`src/rtl/display_timing_pkg.sv`:
```
// Shared display timing definitions: phase encoding, default 1024x768@60
// timing constants and a small helper that maps a sync request onto a polarity.
package display_timing_pkg;

    // Phase of one axis (horizontal or vertical) within its line/frame period
    typedef logic [1:0] phase_t;

    localparam phase_t PH_ACTIVE = 2'd0;
    localparam phase_t PH_FRONT  = 2'd1;
    localparam phase_t PH_SYNC   = 2'd2;
    localparam phase_t PH_BACK   = 2'd3;

    // Default 1024x768@60 timing
    localparam int unsigned DEF_H_ACTIVE = 1024;
    localparam int unsigned DEF_H_FP     = 24;
    localparam int unsigned DEF_H_SYNC   = 136;
    localparam int unsigned DEF_H_BP     = 160;
    localparam int unsigned DEF_V_ACTIVE = 768;
    localparam int unsigned DEF_V_FP     = 3;
    localparam int unsigned DEF_V_SYNC   = 6;
    localparam int unsigned DEF_V_BP     = 29;
    localparam logic        DEF_SYNC_POL = 1'b0;

    // Drive the asserted polarity while in the sync phase, its inverse otherwise
    function automatic logic sync_level(input logic asserted, input logic pol);
        return asserted ? pol : ~pol;
    endfunction

endpackage

```
`src/rtl/display_timing_axis.sv`:
```
// One timing axis: a period counter plus the phase FSM that tracks which region
// (active, front porch, sync, back porch) the counter currently sits in.
// The next-state phase is exported so the parent can register flags that line
// up with the counter on the same edge. All four region lengths must be nonzero.
module display_timing_axis
    import display_timing_pkg::*;
#(
    parameter int unsigned ACTIVE = DEF_H_ACTIVE,
    parameter int unsigned FP     = DEF_H_FP,
    parameter int unsigned SYNC   = DEF_H_SYNC,
    parameter int unsigned BP     = DEF_H_BP,
    parameter int unsigned WIDTH  = 11
) (
    input  logic             clk_i,
    input  logic             rst_i,
    input  logic             adv_i,
    output logic [WIDTH-1:0] count_o,
    output phase_t           state_d_o,
    output logic             wrap_o
);

    localparam logic [WIDTH-1:0] LAST_ACTIVE = WIDTH'(ACTIVE - 1);
    localparam logic [WIDTH-1:0] LAST_FRONT  = WIDTH'(ACTIVE + FP - 1);
    localparam logic [WIDTH-1:0] LAST_SYNC   = WIDTH'(ACTIVE + FP + SYNC - 1);
    localparam logic [WIDTH-1:0] LAST_TOTAL  = WIDTH'(ACTIVE + FP + SYNC + BP - 1);

    logic [WIDTH-1:0] count_q, count_d;
    phase_t           state_q, state_d;
    logic             wrap;

    // Next count and phase: step on advance, leaving a region on its last value
    always_comb begin
        count_d = count_q;
        state_d = state_q;
        wrap    = 1'b0;
        if (adv_i) begin
            if (count_q == LAST_TOTAL) begin
                count_d = '0;
                state_d = PH_ACTIVE;
                wrap    = 1'b1;
            end else begin
                count_d = count_q + WIDTH'(1);
                if (count_q == LAST_ACTIVE) begin
                    state_d = PH_FRONT;
                end else if (count_q == LAST_FRONT) begin
                    state_d = PH_SYNC;
                end else if (count_q == LAST_SYNC) begin
                    state_d = PH_BACK;
                end
            end
        end
    end

    // Counter and phase registers, cleared to the start of the active region
    always_ff @(posedge clk_i or posedge rst_i) begin
        if (rst_i) begin
            count_q <= '0;
            state_q <= PH_ACTIVE;
        end else begin
            count_q <= count_d;
            state_q <= state_d;
        end
    end

    assign count_o   = count_q;
    assign state_d_o = state_d;
    assign wrap_o    = wrap;

endmodule

```
`src/rtl/display_timing.sv`:
```
// Raster timing generator: horizontal and vertical axes plus registered sync,
// blank and frame event flags. Every flag is computed from the axes' next
// state so it is registered on the same edge as the counters it describes.
module display_timing
    import display_timing_pkg::*;
#(
    parameter int unsigned H_ACTIVE = DEF_H_ACTIVE,
    parameter int unsigned H_FP     = DEF_H_FP,
    parameter int unsigned H_SYNC   = DEF_H_SYNC,
    parameter int unsigned H_BP     = DEF_H_BP,
    parameter int unsigned V_ACTIVE = DEF_V_ACTIVE,
    parameter int unsigned V_FP     = DEF_V_FP,
    parameter int unsigned V_SYNC   = DEF_V_SYNC,
    parameter int unsigned V_BP     = DEF_V_BP,
    parameter logic        SYNC_POL = DEF_SYNC_POL
) (
    input  logic        vclock,
    input  logic        reset,
    output logic [10:0] hcount,
    output logic [9:0]  vcount,
    output logic        hsync,
    output logic        vsync,
    output logic        blank,
    output logic        frame_start,
    output logic        vblank_start,
    output logic [7:0]  frame_count
);

    localparam logic [9:0] V_LAST_VISIBLE = 10'(V_ACTIVE - 1);

    phase_t     h_state_d, v_state_d;
    logic       h_wrap, v_wrap;
    logic [9:0] v_count;

    logic       hsync_q, vsync_q, blank_q;
    logic       frame_start_q, vblank_start_q;
    logic [7:0] frame_count_q;

    logic       frame_wrap;

    display_timing_axis #(
        .ACTIVE (H_ACTIVE),
        .FP     (H_FP),
        .SYNC   (H_SYNC),
        .BP     (H_BP),
        .WIDTH  (11)
    ) u_h_axis (
        .clk_i     (vclock),
        .rst_i     (reset),
        .adv_i     (1'b1),
        .count_o   (hcount),
        .state_d_o (h_state_d),
        .wrap_o    (h_wrap)
    );

    display_timing_axis #(
        .ACTIVE (V_ACTIVE),
        .FP     (V_FP),
        .SYNC   (V_SYNC),
        .BP     (V_BP),
        .WIDTH  (10)
    ) u_v_axis (
        .clk_i     (vclock),
        .rst_i     (reset),
        .adv_i     (h_wrap),
        .count_o   (v_count),
        .state_d_o (v_state_d),
        .wrap_o    (v_wrap)
    );

    assign frame_wrap = h_wrap & v_wrap;

    // Flags and frame counter registered from next-state phases so they stay aligned with the counters
    always_ff @(posedge vclock or posedge reset) begin
        if (reset) begin
            hsync_q        <= ~SYNC_POL;
            vsync_q        <= ~SYNC_POL;
            blank_q        <= 1'b0;
            frame_start_q  <= 1'b0;
            vblank_start_q <= 1'b0;
            frame_count_q  <= 8'd0;
        end else begin
            hsync_q        <= sync_level(h_state_d == PH_SYNC, SYNC_POL);
            vsync_q        <= sync_level(v_state_d == PH_SYNC, SYNC_POL);
            blank_q        <= (h_state_d != PH_ACTIVE) || (v_state_d != PH_ACTIVE);
            frame_start_q  <= frame_wrap;
            vblank_start_q <= h_wrap && (v_count == V_LAST_VISIBLE);
            frame_count_q  <= frame_count_q + 8'(frame_wrap);
        end
    end

    assign vcount       = v_count;
    assign hsync        = hsync_q;
    assign vsync        = vsync_q;
    assign blank        = blank_q;
    assign frame_start  = frame_start_q;
    assign vblank_start = vblank_start_q;
    assign frame_count  = frame_count_q;

endmodule

```
`config.mk`:
```
export PLATFORM = sky130hd
export DESIGN_NAME = display_timing
export DESIGN_NICKNAME = d
export VERILOG_FILES = /design/src/rtl/display_timing_pkg.sv /design/src/rtl/display_timing_axis.sv /design/src/rtl/display_timing.sv
export SDC_FILE = /design/constraint.sdc
export NUM_CORES = 1
export LEC_CHECK = 0
export ABC_AREA = 0
export CORE_ASPECT_RATIO = 1.75
export CORE_MARGIN = 2
export CORE_UTILIZATION = 55
export CTS_CLUSTER_SIZE = 28
export DETAILED_ROUTE_END_ITERATION = 8
export GPL_TIMING_DRIVEN = 0
export PLACE_DENSITY = 0.95
export SYNTH_ARGS = -nofsm -noshare
export SYNTH_HDL_FRONTEND = slang
export SYNTH_SLANG_ARGS = --single-unit
export TNS_END_PERCENT = 50
```
`constraint.sdc`:
```
create_clock -name vclock -period 4 [get_ports vclock]
set_input_delay 1.2 -clock vclock [delete_from_list [all_inputs] [get_ports vclock]]
set_output_delay 1.2 -clock vclock [all_outputs]
set_load 0.01 [all_outputs]
```
* After elaboration in Yosys (flattened, before gate mapping) *
Cells that the tools add are included.

cells by class
  add/subtract/negate cells = 3
  equality and inequality tests = 10
  mux-type cells = 16
  bitwise gates (word level) = 1
  reductions and logical operators = 4

operators by type and width
  kind                     count
  $eq A10 B10 Y1 const B   4
  $eq A11 B11 Y1 const B   3
  $mux W2                  9
  $add A11 B1 Y11 const B  1
  $eq A11 B10 Y1 const B   1
  $mux W11                 1
  $add A10 B1 Y10 const B  1
  $mux W10                 1
  $add A8 B1 Y8            1
  $mux W1                  5
  $eq A2 B2 Y1 const B     2
  $reduce_bool A2 Y1       2
  $and A1 B1 Y1            1
  $logic_and A1 B1 Y1      1
  $logic_or A1 B1 Y1       1

storage, ports and cells
  register bits = 38
  output and inout bits = 34

* Longest topological paths before layout *
Gate-level depths: netlist of the first run.

  depth in word-level cells = 8
  mapped depth = 10
  gate-level depth less buffers = 10

* By module *
Synthesis of the first run repeated with hierarchy kept, for this count alone.

unflattened totals
  cells, all modules = 196
  area total of the unflattened synthesis = 2,045.7 µm²

modules (own cells, without submodules)
  module                           instances  cells an instance  area an instance (µm²)
  display_timing_axis at u_h_axis  1          82                 768.2
  display_timing_axis at u_v_axis  1          75                 768.2
  display_timing                   1          39                 509.2

* Worst setup path after synthesis of the first run *
OpenSTA, ideal clock, no wires.

  kind = register -> register
  start point = register u_h_axis.count_q[6], in the netlist u_h_axis.count_o[6]
  end point = register frame_count_q[6], in the netlist frame_count[6]
  library setup time = 0.125 ns
  arrival = 2.379 ns
  data required time = 3.875 ns
  path slack = 1.496 ns
  stages on the path, launching flop included = 10
  buffers on the path = 1
  clock period less this slack = 2.504 ns
  cells stage by stage = dfrtp_1 or3b_1 nor4_1 clkbuf_1 and2_1 ha_1 ha_1 and3_1 nand3_1 xnor2_1

between the ends
  longest elaborated chain between the ends = 5

ends and longest elaborated chain
  element                   RTL line                   RTL
  start: declaration        display_timing_axis.sv:27  logic [WIDTH-1:0] count_q, count_d;
  start signal: assignment  display_timing_axis.sv:60  count_q <= count_d;
  $eq A11 B11 Y1 *          display_timing_axis.sv:37  if (count_q == LAST_TOTAL) begin
  $mux W1 *                 display_timing_axis.sv:37
  $mux W1                   display_timing_axis.sv:36  if (adv_i) begin
  $and A1 B1 Y1 *           display_timing.sv:71       assign frame_wrap = h_wrap & v_wrap;
  net frame_wrap            display_timing.sv:39       logic frame_wrap;
  $add A8 B1 Y8 *           display_timing.sv:88       frame_count_q <= frame_count_q + 8'(frame_wrap);
  end signal: assignment    display_timing.sv:88
  end: declaration          display_timing.sv:37       logic [7:0] frame_count_q;

The timed path passes the listed nets; every way through them passes the cells marked *.
A chain may end at the register's enable or synchronous reset.

* Worst setup path in the final report of the first run *
  start point = register u_h_axis.count_q[9], in the netlist u_h_axis.count_o[9]
  end point = register frame_count_q[6], in the netlist frame_count[6]

Same word-level chain as after synthesis.

==> results.md, run 1 <==
- Slew headroom: 57.3%
- Syn-to-layout area delta: 29.0%
- Via count: 1473
- Util after Layout: 72.9%
- Tmin final: 3.03 ns
- P per Cell Area: 295 nW/um2
- Period Utilization, post-route: 75.8%
- Overall Power: 0.709 mW
- Largest net degree at the start of global routing: 25
- Root buf cell: clkbuf_8
- Cells after Synth: 174
- YS warnings: 0
- Initial antenna violation count: 0
- Dpl cell area: 2300 um2
- CTS Hold Bufs: 0
- Async SR Flop Fraction: 100%
- RSZ-0062 raised after global routing: false
- Peak VDD IR: 0.264 mV
- CP Capture Type: flop
- Main combinational cell family by area after synthesis: simple AND/OR/NAND/NOR gates
- Final setup margin: 0.968 ns
- # IOs: 36
- CP max-delay cell: nor4_1
- Register clock-pin slew on the reported worst setup and hold paths: 0.07 ns
- Number of diodes: 0
- Skew final: 0.00510 ns
- Port bufs: 35
- Setup CP Type: flop to flop
- DIE HEIGHT: 81.0 um
- Vias in the first global route: 1400
- Crit Path Max Fanout: 10
- Antenna Nets Post-Route: 0
- Worst-margin pin slew: 0.639 ns
- Maxcap violations: 0
- Compound-Gate Fraction of Synth Area: 8.53%
- Synth Area in XOR/XNOR: 8.00%
- Adder-Cell Fraction of Synth Area: 4.70%
- Post_cts resized: 0
- Avg WL per Cell: 14.6 um
- Initial DRC Count: 26
- Outcome: finished, final reports clean
- Hpwl dp: 2780 um
- Prevailing post-synth register cell: dfrtp_1
- Layout cell share with drive strength beyond 1: 8.26%
- Startpoint types: flop
- Pins Over Slew Limit: 0
- Synthesized area: 1860 um2
- Comb power frac: 1.6%
- Pre-CTS setup slack: 0.984 ns
- Router iterations before antenna repair: 4
- First-pass GRT wire length: 6220 um
- Final hold vios: 0
- Final setup violation count: 0
- Post-Synth Simple-Gate Area: 22.2%
- Design Area, Final: 2400 um2
- Seq pwr share: 54.2%
- CTS buffer count: 5
- Multiplexer share of the synthesized area: 1.68%
- Die ar.: 3880 um2
- Fmax achieved: 0.330 GHz
- Leakage power: 1.02 nW
- H-Tree Depth: 2
- Post-synth EDFFs: 0
- Die Width: 48.0 um
- Number of synthesized register bits: 38
- Placer Congestion: 0.890
- Layout Nets: 226
- Worst min path class: flop to flop
- Most frequent CP cell: ha_1
- TritonCTS clock tree: done
- CTS sink count: 38
- Sw Pwr: 0.135 mW
- Total GRT Usage: 22.8%
- Worst path required time: 4.18 ns
- Clock power share: 44.2%
- # rows: 28
- Sequential-to-total area share from yosys stat: 51.2%
- Grt ovf: 0
- Fin Setup TNS: 0 ns
- Mapped Avg Cell Area: 10.7 um2
- Pint: 0.574 mW
- Slowest Stage Delay on Critical Path: 0.49 ns
- Core area: 3290 um2
- Switch share: 19.0%
- Post-CTS setup buffers: 0
- Clk buf depth: 2
- Net count after synthesis: 183
- # DRC: 0
- Vias per std cell: 5.60
- CP Data Arrival Time: 3.21 ns
- Number of library cell types mapped by synthesis: 45
- Critical Path, Cell by Cell: or3b_1 > nor4_1 > clkbuf_1 > and2_1 > ha_1 > ha_1 > and3_1 > nand3_1 > xnor2_1
- Worst skew pair latency: 0.29 ns
- Starting Density: 56.5%
- Final WL: 3840 um
[power groups by stage]
stage / clock, mW / combinational [mW] / sequential [mW]
6_report: 0.314 / 0.0113 / 0.384
4_1_cts: 0.321 / 0.0119 / 0.384
2_1_floorplan: 0 / 0.00563 / 0.391
3_3_place_gp: 0 / 0.00849 / 0.391
5_1_grt: 0.333 / 0.0129 / 0.384
3_5_place_dp: 0 / 0.0119 / 0.391
[cells in the mapped netlist, types with 2 or more instances]
cell type  instances  area share, %
dfstp_2            2            2.8
nand4_1            4            1.3
or3_1              2           0.67
o21ai_0            4            1.1
mux2i_1            2            1.1
buf_6              2            1.2
nand4b_1           2           0.94
dfrtp_1           36             48
nor2_1             8            1.6
and2_1             4            1.3
xnor2_1           12            5.6
and4_1             3            1.4
nor3_1             4            1.1
xor2_1             5            2.4
nand3_1           11            3.0
a41oi_1            2           0.94
inv_1              7            1.4
ha_1               7            4.7
nor3b_1            2           0.81
clkbuf_1           4           0.81
a21oi_1            6            1.6
nand2b_1           5            1.7
nand2_1           15            3.0
nor3_2             2            1.1
and3_1             3            1.0
[metrics by stage]
stage	std cells	hold slack, ns
6_report	263	0.467
5_1_grt	263	0.490
3_3_place_gp	254	0.461
4_1_cts	263	0.475
3_5_place_dp	255	0.466
2_1_floorplan	174	0.505
[metal layers]
layer | track usage, % | share of wire, % | vias to the layer above
met5 | 0 | 0 | -
met3 | 5.33 | 3.5 | 14
met1 | 25.5 | 38 | 718
li1 | - | - | 706
met2 | 37.1 | 55 | 35
met4 | 14.1 | 3.9 | 0
[cell families (layout without fill, tap and decap cells)]
logic type | Yosys count | after routing
flip-flops | 38 | 38
multiplexers | 3 | 3
AND/OR/NAND/NOR | 72 | 72
XOR/XNOR | 17 | 17
AO/OA/AOI/OAI | 23 | 23
adder cells (fa/ha/maj) | 7 | 7
buffers and inverters | 14 | 58
[critical path, delay by kind of cell, from the launching register on]
| kind | cells | cell delay, ns |
|---|---|---|
| adders and majority gates | 2 | 0.43 |
| DFF | 1 | 0.45 |
| and+or+nand+nor | 5 | 1.44 |
| buffers and inverters | 1 | 0.46 |
| xor gates and xnor gates | 1 | 0.13 |
[worst paths after layout]
kind                                      from              endpoint  slack, ns  cells past startpoint
max                        u_h_axis.count_o[9]        frame_count[6]       0.97                      9
min                             frame_count[7]        frame_count[7]       0.47                      1
max reg2reg                u_h_axis.count_o[9]        frame_count[6]       0.97                      9
min reg2reg                     frame_count[7]        frame_count[7]       0.47                      1
max in group asynchronous                reset                 hsync       2.10                      3
min in group asynchronous                reset  u_h_axis.count_o[10]       1.29                      2
[state kept, by name (all words and copies together), names as in the netlist]
register and count:
hsync 1, vblank_start 1, vsync 1, frame_count 8, u_h_axis.count_o 11, u_h_axis.state_q 2, frame_start 1, u_v_axis.count_o 10
u_v_axis.state_q 2, blank 1
[area by class of cell]
type | count | area, um2
multi-input cells | 122 | 840
repair buffers | 36 | 378
fillers | 247 | 891
clock buffers | 7 | 76.3
clock inverters | 1 | 30.0
inverters | 7 | 26.3
well taps | 45 | 56.3
flip-flops and latches | 38 | 953
plain buffers | 7 | 42.5
[layout by cell type, fill, tap and decap left out, types with 5 or more instances in the layout]
cell,count
a21oi_1,6
clkbuf_1,6
clkbuf_8,5
clkdlybuf4s50_1,35
dfrtp_1,36
ha_1,7
inv_1,7
nand2_1,15
nand2b_1,5
nand3_1,11
nor2_1,8
xnor2_1,12
xor2_1,5
No activity file was read; power rests on OpenSTA's default activity.
==> run 2: changes to the inputs <==
--- a/config.mk
+++ b/config.mk
@@ -8,11 +8,11 @@
 export ABC_AREA = 0
 export CORE_ASPECT_RATIO = 1.75
 export CORE_MARGIN = 2
-export CORE_UTILIZATION = 55
+export CORE_UTILIZATION = 51
 export CTS_CLUSTER_SIZE = 28
 export DETAILED_ROUTE_END_ITERATION = 8
 export GPL_TIMING_DRIVEN = 0
-export PLACE_DENSITY = 0.95
+export PLACE_DENSITY = 0.9
 export SYNTH_ARGS = -nofsm -noshare
 export SYNTH_HDL_FRONTEND = slang
 export SYNTH_SLANG_ARGS = --single-unit
==> constraint.sdc (replaced) <==
create_clock -name vclock -period 3 [get_ports vclock]
set_input_delay 0.9 -clock vclock [delete_from_list [all_inputs] [get_ports vclock]]
set_output_delay 0.9 -clock vclock [all_outputs]
set_load 0.01 [all_outputs]
==> run 2 against run 1 <==
Net effect:
- critical path depth stayed put
- cell count is 0.38% higher
- maximum frequency grew 13%
- count of clock-buffer cells in the layout decreased by 1
- cell area is 0.10% lower
- clock power increased by 18%
- highest routed layer unchanged
- worst hold slack gained 0.026 ns
- non-clock buffer count is the same
- largest power group unchanged
- via count is 0.34% lower
- die area grew 7.3%
==> results.md, run 2 (same netlist as run 1, synthesis figures left out) <==
- Outcome: finished, final reports clean (unchanged)
- Skew final: 0.00838 ns (was 0.00510 ns)
- Hold depth: 1 (unchanged)
- Util after Layout: 67.5% (was 72.9%)
- CTS sink count: 38 (unchanged)
- Placer Congestion: 0.824 (was 0.890)
- Die ar.: 4170 um2 (was 3880 um2)
- Slowest Stage Delay on Critical Path: 0.43 ns (was 0.49 ns)
- Maxcap violations: 0 (unchanged)
- Final Non-Filler Cells: 264 (was 263)
- Syn-to-layout area delta: 28.9% (was 29.0%)
- Tmin final: 2.69 ns (was 3.03 ns)
- Layout Nets: 226 (unchanged)
- Grt ovf: 0 (unchanged)
- Comb power frac: 1.7% (was 1.6%)
- Most frequent CP cell: ha_1 (unchanged)
- Clock power share: 41.4% (was 44.2%)
- Met3 GRT Util: 4.84% (was 5.33%)
- CP Capture Type: flop (unchanged)
- Fmax achieved: 0.372 GHz (was 0.330 GHz)
- Worst path required time: 3.19 ns (was 4.18 ns)
- Period Utilization, post-route: 89.7% (was 75.8%)
- Startpoint types: flop (unchanged)
- Seq pwr share: 56.9% (was 54.2%)
- Fin Setup TNS: 0 ns (unchanged)
- Worst-margin pin slew: 0.623 ns (was 0.639 ns)
- Vias in the first global route: 1410 (was 1400)
- Die Width: 49.7 um (was 48.0 um)
- Router iterations before antenna repair: 4 (unchanged)
- Number of flip-flops under the largest register name: 11 (unchanged)
- Starting Density: 52.4% (was 56.5%)
- Final WL: 3820 um (was 3840 um)
- Total GRT Usage: 20.4% (was 22.8%)
- Critical Path, Cell by Cell: or3b_1 > nor4_2 > clkbuf_2 > and2_1 > ha_1 > ha_1 > and3_1 > nand3_1 > xnor2_1 (was or3b_1 > nor4_1 > clkbuf_1 > and2_1 > ha_1 > ha_1 > and3_1 > nand3_1 > xnor2_1)
- Leakage power: 1.02 nW (about the same)
- Setup CP Type: flop to flop (unchanged)
- Number of diodes: 0 (unchanged)
- Most frequent cells in the layout: dfrtp_1, clkdlybuf4s50_1, nand2_1, xnor2_1, nand3_1 (unchanged)
- Worst skew pair latency: 0.30 ns (was 0.29 ns)
- RSZ-0062 raised after global routing: false (unchanged)
- # rows: 29 (was 28)
- Grt met2 use: 37.2% (was 37.1%)
- Design Area, Final: 2400 um2 (about the same)
- Peak VDD IR: 0.343 mV (was 0.264 mV)
- Register-to-Register Path Depth: 9 (unchanged)
- Avg WL per Cell: 14.5 um (was 14.6 um)
- Hpwl dp: 2780 um (about the same)
- # IOs: 36 (unchanged)
- Worst min path class: flop to flop (unchanged)
- Crit Path Max Fanout: 10 (unchanged)
- Met1 usage: 20.6% (was 25.5%)
- Antenna Nets Post-Route: 0 (unchanged)
- Placed insts: 256 (was 255)
- Core area: 3560 um2 (was 3290 um2)
- Register clock-pin slew on the reported worst setup and hold paths: 0.08 ns (was 0.07 ns)
- H-Tree Depth: 2 (unchanged)
- First-pass GRT wire length: 6440 um (was 6220 um)
- Switch share: 22.0% (was 19.0%)
- Initial DRC Count: 42 (was 26)
- CTS buffer count: 5 (unchanged)
- Sw Pwr: 0.198 mW (was 0.135 mW)
- Clk buf depth: 2 (unchanged)
- Commonest non-fill, non-tap cell in the layout: dfrtp_1 (unchanged)
- Slew headroom: 58.4% (was 57.3%)
- Initial antenna violation count: 0 (unchanged)
- CP max-delay cell: dfrtp_1 (was nor4_1)
- Pins Over Slew Limit: 0 (unchanged)
- Largest net degree at the start of global routing: 26 (was 25)
- Pint: 0.701 mW (was 0.574 mW)
- CP Data Arrival Time: 2.88 ns (was 3.21 ns)
- DIE HEIGHT: 83.9 um (was 81.0 um)
- Root buf cell: clkbuf_8 (unchanged)
- Via count: 1468 (was 1473)
- Vias per std cell: 5.56 (was 5.60)
- Final setup violation count: 0 (unchanged)
- Final hold vios: 0 (unchanged)
- TritonCTS clock tree: done (unchanged)
- # DRC: 0 (unchanged)
- P per Cell Area: 375 nW/um2 (was 295 nW/um2)
- Layout cell share with drive strength beyond 1: 10.1% (was 8.26%)
- Most Crowded Layer GR: met2 (unchanged)
- Port bufs: 35 (unchanged)
- Overall Power: 0.899 mW (was 0.709 mW)
- Dpl cell area: 2300 um2 (about the same)
[run 2: cell count changes in the layout (fill, tap and decap cells not counted)]
| cell | previous run | this run |
|---|---|---|
| clkbuf_1 | 6 | 3 |
| bufinv_16 | 1 | 0 |
| clkbuf_2 | 0 | 1 |
| clkbuf_8 | 5 | 6 |
| clkinv_2 | 0 | 1 |
| clkinvlp_4 | 0 | 1 |
| nor4_1 | 1 | 0 |
| nor4_2 | 0 | 1 |
[run 2: critical path: cells and delay by family, from the launching register on]
family | cells | cell delay [ns]
and+or+nand+nor | 5 | 1.29
DFF | 1 | 0.43
adders and majority gates | 2 | 0.40
buffers and inverters | 1 | 0.30
xor gates and xnor gates | 1 | 0.14
[run 2: repair_timing]
item,in CTS,in global routing
hold buffers,0,0
setup buffers,0,0
endpoints found under the hold margin,0,0
setup endpoints to repair,1,1
resized for setup,1,1
[run 2: final cells by class]
cell class,count,area (um2)
flip-flops and latches,38,953
inverters,7,26.3
multi-input cells,122,846
fillers,293,1160
clock inverters,2,12.5
plain buffers,7,43.8
repair buffers,36,378
well taps,46,57.6
clock buffers,6,82.6
[run 2: per-stage QoR]
step | setup slack (ns) | hold slack (ns)
after detailed placement | 0.00963 | 0.482
after floorplan | 0.496 | 0.505
after global routing | 0.113 | 0.526
after global placement | 0.121 | 0.467
after CTS | 0.127 | 0.492
final | 0.309 | 0.492
[run 2: routing by layer]
layer	vias up	part of all wire (%)	routed length [um]
met5	-	0	0
met1	719	36	1380
met3	9	3.4	130
met4	0	2.3	88
met2	39	58	2220
li1	701	-	-
[run 2: final timing paths]
| path | start | to | slack [ns] |
|---|---|---|---|
| worst max register to register | u_h_axis.count_o[6] | frame_count[6] | 0.31 |
| worst min register to register | frame_count[7] | frame_count[7] | 0.49 |
| worst max-delay path | u_h_axis.count_o[6] | frame_count[6] | 0.31 |
| min in group asynchronous | reset | frame_count[7] | 0.97 |
| worst min-delay path | frame_count[7] | frame_count[7] | 0.49 |
| max in group asynchronous | reset | vsync | 1.43 |
[run 2: power groups by stage]
stage	clock network (mW)	registers (mW)	logic (mW)
floorplan	0	0.522	0.00751
global placement	0	0.522	0.0113
detailed placement	0	0.522	0.0160
CTS	0.380	0.512	0.0160
global route	0.406	0.512	0.0172
finish	0.372	0.512	0.0151
==> run 3: changes to the inputs <==
--- a/config.mk
+++ b/config.mk
@@ -8,11 +8,11 @@
 export ABC_AREA = 0
 export CORE_ASPECT_RATIO = 1.75
 export CORE_MARGIN = 2
-export CORE_UTILIZATION = 51
+export CORE_UTILIZATION = 55
 export CTS_CLUSTER_SIZE = 28
 export DETAILED_ROUTE_END_ITERATION = 8
 export GPL_TIMING_DRIVEN = 0
-export PLACE_DENSITY = 0.9
+export PLACE_DENSITY = 0.95
 export SYNTH_ARGS = -nofsm -noshare
 export SYNTH_HDL_FRONTEND = slang
 export SYNTH_SLANG_ARGS = --single-unit
==> constraint.sdc (replaced) <==
create_clock -name vclock -period 3.27 [get_ports vclock]
set_input_delay 0.981 -clock vclock [delete_from_list [all_inputs] [get_ports vclock]]
set_output_delay 0.981 -clock vclock [all_outputs]
set_load 0.01 [all_outputs]
==> results of run 3 <==
Same layout as run 1 (identical final DEF). Status: finished, final reports clean.
Main changes from that run: setup slack after placement 0.984 ns -> 0.254 ns; setup slack after layout 0.968 ns -> 0.238 ns; register-to-register setup slack 0.97 ns -> 0.24 ns; total power 0.709 mW -> 0.867 mW; worst IR drop on VDD 0.264 mV -> 0.323 mV
